--- config.mk ---
export PLATFORM = sky130hd
export DESIGN_NAME = fluxo_dados_jogo_n
export DESIGN_NICKNAME = d
export VERILOG_FILES = /design/src/rtl/jogo_pkg.sv /design/src/rtl/detector_jogada.sv /design/src/rtl/fluxo_dados_jogo_n.sv
export SDC_FILE = /design/constraint.sdc
export NUM_CORES = 1
export LEC_CHECK = 0
export CAP_MARGIN = 40
export CORE_ASPECT_RATIO = 1.4
export CORE_MARGIN = 2
export CORE_UTILIZATION = 40
export CTS_CLUSTER_DIAMETER = 120
export DETAILED_ROUTE_END_ITERATION = 7
export GPL_TIMING_DRIVEN = 1
export PLACE_DENSITY = 0.79
export SYNTH_ARGS = -nofsm -noshare
export SYNTH_HDL_FRONTEND = slang
export SYNTH_SLANG_ARGS = --single-unit
--- constraint.sdc ---
create_clock -name clock -period 1.36 [get_ports clock]
set_input_delay 0.34 -clock clock [delete_from_list [all_inputs] [get_ports clock]]
set_output_delay 0.34 -clock clock [all_outputs]
set_load 0.02 [all_outputs]
--- src/rtl/jogo_pkg.sv ---
// Shared defaults and elaboration helpers for the memory-game datapath.
// Provides the default W/DEPTH values, the counter-width helper used to derive
// AW and the timeout counter width, and the built-in ROM image.
package jogo_pkg;

  localparam int JOGO_W_DEFAULT     = 4;
  localparam int JOGO_DEPTH_DEFAULT = 16;

  // Width needed to count 0..n-1.
  // Never returns less than one bit, so tiny depths still get a real register.
  function automatic int jogo_addr_w(input int n);
    return (n <= 2) ? 1 : $clog2(n);
  endfunction

  // Default sequence image.
  // The pattern repeats every 16 entries; callers truncate each word to W bits.
  function automatic logic [31:0] jogo_rom_word(input int unsigned addr);
    logic [31:0] word;
    case (addr % 16)
      0:       word = 32'h1;
      1:       word = 32'h2;
      2:       word = 32'h4;
      3:       word = 32'h2;
      4:       word = 32'h8;
      5:       word = 32'h1;
      6:       word = 32'h4;
      7:       word = 32'h8;
      8:       word = 32'h2;
      9:       word = 32'h1;
      10:      word = 32'h8;
      11:      word = 32'h4;
      12:      word = 32'h1;
      13:      word = 32'h2;
      14:      word = 32'h4;
      default: word = 32'h8;
    endcase
    return word;
  endfunction

endpackage

--- src/rtl/detector_jogada.sv ---
// Play detector: a 2-flop synchroniser on the raw switches, followed by an
// edge flop that remembers whether a play was already seen.
// Ports:
//   clock, reset_n  clock / asynchronous active-low reset
//   chaves   [W]    raw switches, asynchronous to clock
//   rearm           round restart; masks switches that are still held
//   s        [W]    synchronised switches
//   tem_jogada      |s
//   jogada_feita    single-cycle pulse when s goes from zero to nonzero
module detector_jogada
  import jogo_pkg::*;
#(
  parameter int W = JOGO_W_DEFAULT
) (
  input  logic         clock,
  input  logic         reset_n,
  input  logic [W-1:0] chaves,
  input  logic         rearm,
  output logic [W-1:0] s,
  output logic         tem_jogada,
  output logic         jogada_feita
);

  logic [W-1:0] s_p0;
  logic [W-1:0] s_p1;
  logic         p_p2;

  // p0/p1: metastability filter on the asynchronous switches
  always_ff @(posedge clock or negedge reset_n) begin
    if (!reset_n) begin
      s_p0 <= '0;
      s_p1 <= '0;
    end else begin
      s_p0 <= chaves;
      s_p1 <= s_p0;
    end
  end

  // p2: play-seen flag
  // A restart forces the flag set, so switches held across the restart are
  // treated as already seen and raise no pulse until released and pressed again.
  always_ff @(posedge clock or negedge reset_n) begin
    if (!reset_n) begin
      p_p2 <= 1'b0;
    end else if (rearm) begin
      p_p2 <= 1'b1;
    end else begin
      p_p2 <= |s_p1;
    end
  end

  assign s            = s_p1;
  assign tem_jogada   = |s_p1;
  assign jogada_feita = (|s_p1) & ~p_p2;

endmodule

--- src/rtl/fluxo_dados_jogo_n.sv ---
// Memory-game datapath, driven by the game control unit.
// Contents:
//   - address counter E and limit counter L, both wrapping after DEPTH-1
//   - play register R
//   - registered ROM indexed by E
//   - play detector
//   - optional per-play timeout counter T
// The ROM contents come from the jogo_pkg image. MEM_FILE names the
// equivalent hex memory-image file for FPGA flows and is not read here.
// Optional feature: define JOGO_TIMEOUT_EN to build T; otherwise timeout is
// tied low and zeraT/contaT are ignored.
// Ports:
//   clock, reset_n            clock / asynchronous active-low reset
//   chaves [W]                raw player switches
//   zeraE/contaE              clear / count for E (clear wins)
//   zeraL/contaL              clear / count for L (clear wins)
//   zeraR/registraR           clear / load for R (clear wins)
//   zeraT/contaT              clear / count for T (clear wins)
//   igual                     ROM output register == R
//   enderecoIgualLimite       E == L
//   fimE, fimL                E / L at DEPTH-1
//   jogada_feita              one-cycle new-play pulse
//   timeout                   play time exhausted
//   db_tem_jogada             any synchronised switch set
//   db_jogada [W]             R
//   db_contagem, db_limite    E and L [AW]
//   db_memoria [W]            ROM output register
module fluxo_dados_jogo_n
  import jogo_pkg::*;
#(
  parameter int    W              = JOGO_W_DEFAULT,
  parameter int    DEPTH          = JOGO_DEPTH_DEFAULT,
  parameter string MEM_FILE       = "jogo.hex",
  parameter int    TIMEOUT_CYCLES = 5000,
  localparam int   AW             = jogo_addr_w(DEPTH)
) (
  input  logic          clock,
  input  logic          reset_n,
  input  logic [W-1:0]  chaves,
  input  logic          zeraE,
  input  logic          contaE,
  input  logic          zeraL,
  input  logic          contaL,
  input  logic          zeraR,
  input  logic          registraR,
  input  logic          zeraT,
  input  logic          contaT,
  output logic          igual,
  output logic          enderecoIgualLimite,
  output logic          fimE,
  output logic          fimL,
  output logic          jogada_feita,
  output logic          timeout,
  output logic          db_tem_jogada,
  output logic [W-1:0]  db_jogada,
  output logic [AW-1:0] db_contagem,
  output logic [AW-1:0] db_limite,
  output logic [W-1:0]  db_memoria
);

  localparam logic [AW-1:0] LAST = AW'(DEPTH - 1);

  logic [AW-1:0] e_q;
  logic [AW-1:0] l_q;
  logic [W-1:0]  r_q;
  logic [W-1:0]  rom_q;
  logic [W-1:0]  s_sync;

  // Address and limit counters
  always_ff @(posedge clock or negedge reset_n) begin
    if (!reset_n) begin
      e_q <= '0;
    end else if (zeraE) begin
      e_q <= '0;
    end else if (contaE) begin
      e_q <= (e_q == LAST) ? '0 : e_q + 1'b1;
    end
  end

  always_ff @(posedge clock or negedge reset_n) begin
    if (!reset_n) begin
      l_q <= '0;
    end else if (zeraL) begin
      l_q <= '0;
    end else if (contaL) begin
      l_q <= (l_q == LAST) ? '0 : l_q + 1'b1;
    end
  end

  // Play register: loads the synchronised switches, never the raw pins
  always_ff @(posedge clock or negedge reset_n) begin
    if (!reset_n) begin
      r_q <= '0;
    end else if (zeraR) begin
      r_q <= '0;
    end else if (registraR) begin
      r_q <= s_sync;
    end
  end

  // Synchronous ROM: one cycle from E to db_memoria
  always_ff @(posedge clock or negedge reset_n) begin
    if (!reset_n) begin
      rom_q <= '0;
    end else begin
      rom_q <= W'(jogo_rom_word(32'(e_q)));
    end
  end

  detector_jogada #(
    .W (W)
  ) u_detector (
    .clock        (clock),
    .reset_n      (reset_n),
    .chaves       (chaves),
    .rearm        (zeraE),
    .s            (s_sync),
    .tem_jogada   (db_tem_jogada),
    .jogada_feita (jogada_feita)
  );

`ifdef JOGO_TIMEOUT_EN
  localparam int            TW     = jogo_addr_w(TIMEOUT_CYCLES);
  localparam logic [TW-1:0] T_LAST = TW'(TIMEOUT_CYCLES - 1);

  logic [TW-1:0] t_q;

  // Timeout counter saturates so timeout stays asserted until cleared
  always_ff @(posedge clock or negedge reset_n) begin
    if (!reset_n) begin
      t_q <= '0;
    end else if (zeraT) begin
      t_q <= '0;
    end else if (contaT && (t_q != T_LAST)) begin
      t_q <= t_q + 1'b1;
    end
  end

  assign timeout = (t_q == T_LAST);
`else
  logic unused_timeout_ctrl;
  assign unused_timeout_ctrl = zeraT ^ contaT;
  assign timeout             = 1'b0;
`endif

  assign igual               = (rom_q == r_q);
  assign enderecoIgualLimite = (e_q == l_q);
  assign fimE                = (e_q == LAST);
  assign fimL                = (l_q == LAST);
  assign db_jogada           = r_q;
  assign db_contagem         = e_q;
  assign db_limite           = l_q;
  assign db_memoria          = rom_q;

endmodule
# After elaboration in Yosys (flattened, before gate mapping)
# Memories as Yosys holds them, arrays and structs flattened. A register that Yosys moved wholly into a read port is not among the register bits.
# Index checks and enable logic that the tools add are counted.
dict set report classes {
  n_eq_ne 4
  reduce_logical 5
  n_addsub 2
  n_mux 9
  bitwise_logic 2
}
# cell n
set op_table {}
lappend op_table {{4-bit 2-to-1 mux} 8}
lappend op_table {{4-bit by 1-bit adder with 4-bit output (second input constant)} 2}
lappend op_table {{4-bit == test} 2}
lappend op_table {{4-bit == test (second input constant)} 2}
lappend op_table {{2-bit nonzero test} 3}
lappend op_table {{4-bit OR reduction} 1}
lappend op_table {{1-bit AND} 1}
lappend op_table {{1-bit zero test} 1}
lappend op_table {{1-bit 2-to-1 mux} 1}
lappend op_table {{1-bit inverter} 1}
dict set report totals {
  elab_cells 29
  output_inout_bits 23
  register_bits 21
  in_bits 14
  rom_bits 64
  n_memories 1
}
# name words width read_ports rd_ports_with_merged_regs wr line
set mem_list {}
lappend mem_list {{(name not given)} 16 4 1 1 0 jogo_pkg.sv:19} ;# case (addr % 16)

# Longest topological paths before layout
dict set report depth {
  ltp_word 4
  ltp_mapped 5
  ltp_nobuf 5
}

# Modules after synthesis
# Synthesis repeated with hierarchy kept, for this count alone.
dict set report hier_totals {
  hier_cells 98
  hier_area_um2 1159.9
}
# mod cells_per_inst instances area_per_inst_um2 seq_area_each_um2
set by_module_without_submodules {}
lappend by_module_without_submodules {fluxo_dados_jogo_n 85 1 908.4 400.4}
lappend by_module_without_submodules {detector_jogada 13 1 251.5 225.2}

# Worst setup path before layout
# Ideal clock, no wire load.
dict set report synth_path {
  path_type {reg2out}
  from {register e_q[0], in the netlist db_contagem[0]}
  to {output enderecoIgualLimite}
  t_arrival_ns 1.438
  path_stages_with_launch 3
  slack_ns -0.418
  cell_sequence {dfrtp_1 xor2_1 nor4_1}
}
dict set report synth_via {
  elab_chain_len 1
}
# element line
set synth_rtl {}
lappend synth_rtl {{start, declared} fluxo_dados_jogo_n.sv:63} ;# logic [AW-1:0] e_q;
lappend synth_rtl {{start signal, assigned} fluxo_dados_jogo_n.sv:76} ;# e_q <= (e_q == LAST) ? '0 : e_q + 1'b1;
lappend synth_rtl {{4-bit == test} fluxo_dados_jogo_n.sv:147} ;# assign enderecoIgualLimite = (e_q == l_q);
lappend synth_rtl {{end, declared} fluxo_dados_jogo_n.sv:49} ;# output logic enderecoIgualLimite,
# No other way between the ends.

# Worst setup path after layout
dict set report layout_path {
  from {register r_q[1], in the netlist db_jogada[1]}
  to {output igual}
}
dict set report layout_via {
  elab_chain_len 1
}
# element line
set layout_rtl {}
lappend layout_rtl {{start, declared} fluxo_dados_jogo_n.sv:65} ;# logic [W-1:0] r_q;
lappend layout_rtl {{start signal, assigned} fluxo_dados_jogo_n.sv:97} ;# r_q <= s_sync;
lappend layout_rtl {{4-bit == test} fluxo_dados_jogo_n.sv:146} ;# assign igual = (rom_q == r_q);
lappend layout_rtl {{end, declared} fluxo_dados_jogo_n.sv:48} ;# output logic igual,
# No other way between the ends.

==> metrics.md <==
| Metric | Value |
|---|---|
| PD cells | `777 mW/mm^2` |
| Total power | `1.63 mW` |
| Largest net degree at the start of global routing | `26` |
| Status | `finished, violations left` |
| Die height | `67.2 um` |
| Routed via count | `1003` |
| Reg clk slew, reported paths | `0.14 ns` |
| Area grow syn2layout | `83.5%` |
| Post-DRT Antenna Nets | `0` |
| Antenna cells | `0` |
| Fin Hold WS | `0.339 ns` |
| H-tree levels | `1` |
| Root Driver | `clkbuf_4` |
| Clock Skew | `0.00436 ns` |
| Vias per cell | `4.80` |
| Synthesized cell area | `0.00114 mm^2` |
| Number of distinct library cells after synthesis | `25` |
| Async set or reset register ratio after synthesis | `100%` |
| Endpoints failing setup | `25` |
| Top cell type's share of synthesized area | `54.9%` |
| Count of final hold-check violations | `0` |
| Syn. warnings | `0` |
| Number of flops mapped to enable cells by yosys | `0` |
| Worst EP arrival | `1.41 ns` |
| Area after DPL | `0.00177 mm^2` |
| DR iter-0 viols | `24` |
| Critical Path Source Type | `register` |
| Synth Instances | `98` |
| VDD IR-drop max | `0.000770 V` |
| Clock latency on the worst-skew pair | `0.33 ns` |
| Detailed placement HPWL | `2.04 mm` |
| Die width | `49.1 um` |
| Drt first pass iters | `4` |
| CP Capture Type | `output pin` |
| Fin nets | `193` |
| Core ar. | `0.00267 mm^2` |
| Synthesized flop and latch total | `25` |
| # IOs | `37` |
| Starting Density | `42.7%` |
| Final worst slack | `-0.392 ns` |
| Non-filler instance count after layout | `209` |
| Seq/Total Area, Yosys | `54.9%` |
| Drt total wl | `3.22 mm` |
| Bufs on Longest Clock Path | `2` |
| DRC | `0` |
| Design Area, Final | `0.00209 mm^2` |
| Fin crit share | `129%` |
| Mapped Nets | `117` |
| Dpl cells | `188` |
| Synth top cells by count | `25 x dfrtp_1, 10 x nor2_1, 10 x xor2_1` |
| Top_reg_cell synth | `dfrtp_1` |
| CP required | `1.02 ns` |
| Pins over their slew limit | `0` |
| Row cnt | `22` |
| Most common cell in the synthesized netlist | `dfrtp_1` |
| Violated checks | `negative setup slack` |
| Number of max-cap violations | `0` |
| Synth area leaders | `dfrtp_1 55%, xor2_1 7.7%, ha_1 5.5%` |
| Vias in the first global route | `1028` |
| Total GRT Usage | `18.1%` |
| Hold Path Class | `input port to asynchronous set/reset pin` |
| Cell taking the most area after synthesis | `dfrtp_1` |
| Die area | `0.00330 mm^2` |
| Placer Congestion | `0.787` |
| First-pass GRT wire length | `4.51 mm` |
| CTS tree | `done` |
| Mean routed wirelength per cell | `15.4 um` |
| I/O Buffers | `33` |
| Layout cells sized above 1 | `58.4%` |
| Overflow after GRT | `0` |
| Mean cell area of the mapped netlist | `11.6 um^2` |
| CP max FO | `2` |
| Unrepaired setup endpoints after global routing | `yes` |
| CTS buffer count | `3` |
| F_max | `0.571 GHz` |
| Type of the worst setup path | `register to output pin` |
| Clk sinks | `25` |
| Fin crit period | `1.75 ns` |
| Initial antenna violation count | `0` |
| Pleak | `0.976 nW` |
[critical path, stage by stage (launching register included)]
cell,delay [ns]
dfrtp_1,0.45
xor2_2,0.18
nor4_4,0.27
buf_4,0.18
[layout make-up]
type,count,area [um^2]
clock inverter,1,7.51
timing repair buffer,74,728
inverter,3,18.8
multi-input combinational,67,636
clock buffer,3,22.5
fill,162,578
tap,36,45.0
sequential,25,634
[kinds of logic after synthesis]
family / after synthesis / synth area share, %
AND/OR/NAND/NOR: 32 / 14.8
flip-flops: 25 / 54.9
XOR/XNOR: 10 / 7.68
multiplexers: 10 / 9.22
AO/OA/AOI/OAI: 9 / 4.61
buffers and inverters: 6 / 2.96
adder cells (fa/ha/maj): 5 / 5.49
other: 1 / 0.329
[sequential cells by signal (all words and copies together) (netlist names)]
register	cells
db_contagem	4
db_jogada	4
db_limite	4
db_memoria	4
u_detector.p_p2	1
u_detector.s	4
u_detector.s_p0	4
[worst paths after layout]
check                                                   from                          to  slack, ns  cells after the start
worst max register to register    db_contagem[1]$_DFFE_PN0P_  db_contagem[0]$_DFFE_PN0P_      -0.27                      6
worst min-delay path                                 reset_n     db_memoria[3]$_DFF_PN0_       0.34                      2
min in group clock              u_detector.s_p0[3]$_DFF_PN0_   u_detector.s[3]$_DFF_PN0_       0.36                      0
worst max-delay path                db_jogada[1]$_DFFE_PN0P_                       igual      -0.39                      3
worst min register to register  u_detector.s_p0[3]$_DFF_PN0_   u_detector.s[3]$_DFF_PN0_       0.36                      0
max in group asynchronous                            reset_n    db_jogada[0]$_DFFE_PN0P_       0.86                      2
[cells in the final DEF, fill, tap and decap left out, types with 2 or more instances in the layout]
master | synthesis | routed
buf_6 | 1 | 38
buf_4 | 1 | 20
dfrtp_1 | 25 | 18
clkdlybuf4s50_1 | 0 | 11
nor2_1 | 10 | 9
dfrtp_2 | 0 | 7
xor2_1 | 10 | 6
mux2i_1 | 6 | 6
nand2b_1 | 5 | 5
ha_4 | 0 | 5
nand2_1 | 6 | 4
xor2_2 | 0 | 4
a21oi_1 | 4 | 3
clkbuf_4 | 0 | 3
buf_2 | 0 | 3
and3_4 | 1 | 2
mux2_2 | 4 | 2
o21ai_1 | 0 | 2
nand2_2 | 0 | 2
mux2_4 | 0 | 2
nor4_4 | 0 | 2
a21oi_2 | 1 | 2
[report_power, final]
part / internal (mW) / leakage (nW) / switching [mW]
clock network: 0.113 / 0.0139 / 0.237
logic: 0.255 / 0.657 / 0.208
registers: 0.782 / 0.305 / 0.0314
total: 1.15 / 0.976 / 0.476
[per-layer routing]
metal	share of wire, %	track usage (%)	up-vias
li1	-	-	474
met1	38	19.3	485
met2	55	34.5	35
met3	4.8	3.10	9
met4	2.2	8.57	0
met5	0	0	-
[what timing repair did]
action,CTS,global route
pin swaps,6,7
gates resized for setup,134,34
endpoints found under the setup margin,28,26
hold buffers,0,0
buffers inserted,5,14
[stage by stage]
stage | TNS (ns) | util (%) | setup slack (ns)
after floorplan | -0.204 | - | -0.0713
after global placement | -3.92 | 66.2 | -0.475
after detailed placement | -4.48 | 66.2 | -0.472
after CTS | -2.96 | 71.4 | -0.373
after global routing | -4.49 | 78.4 | -0.452
final | -3.62 | 78.4 | -0.392
Power figures use the tool's default switching activity.
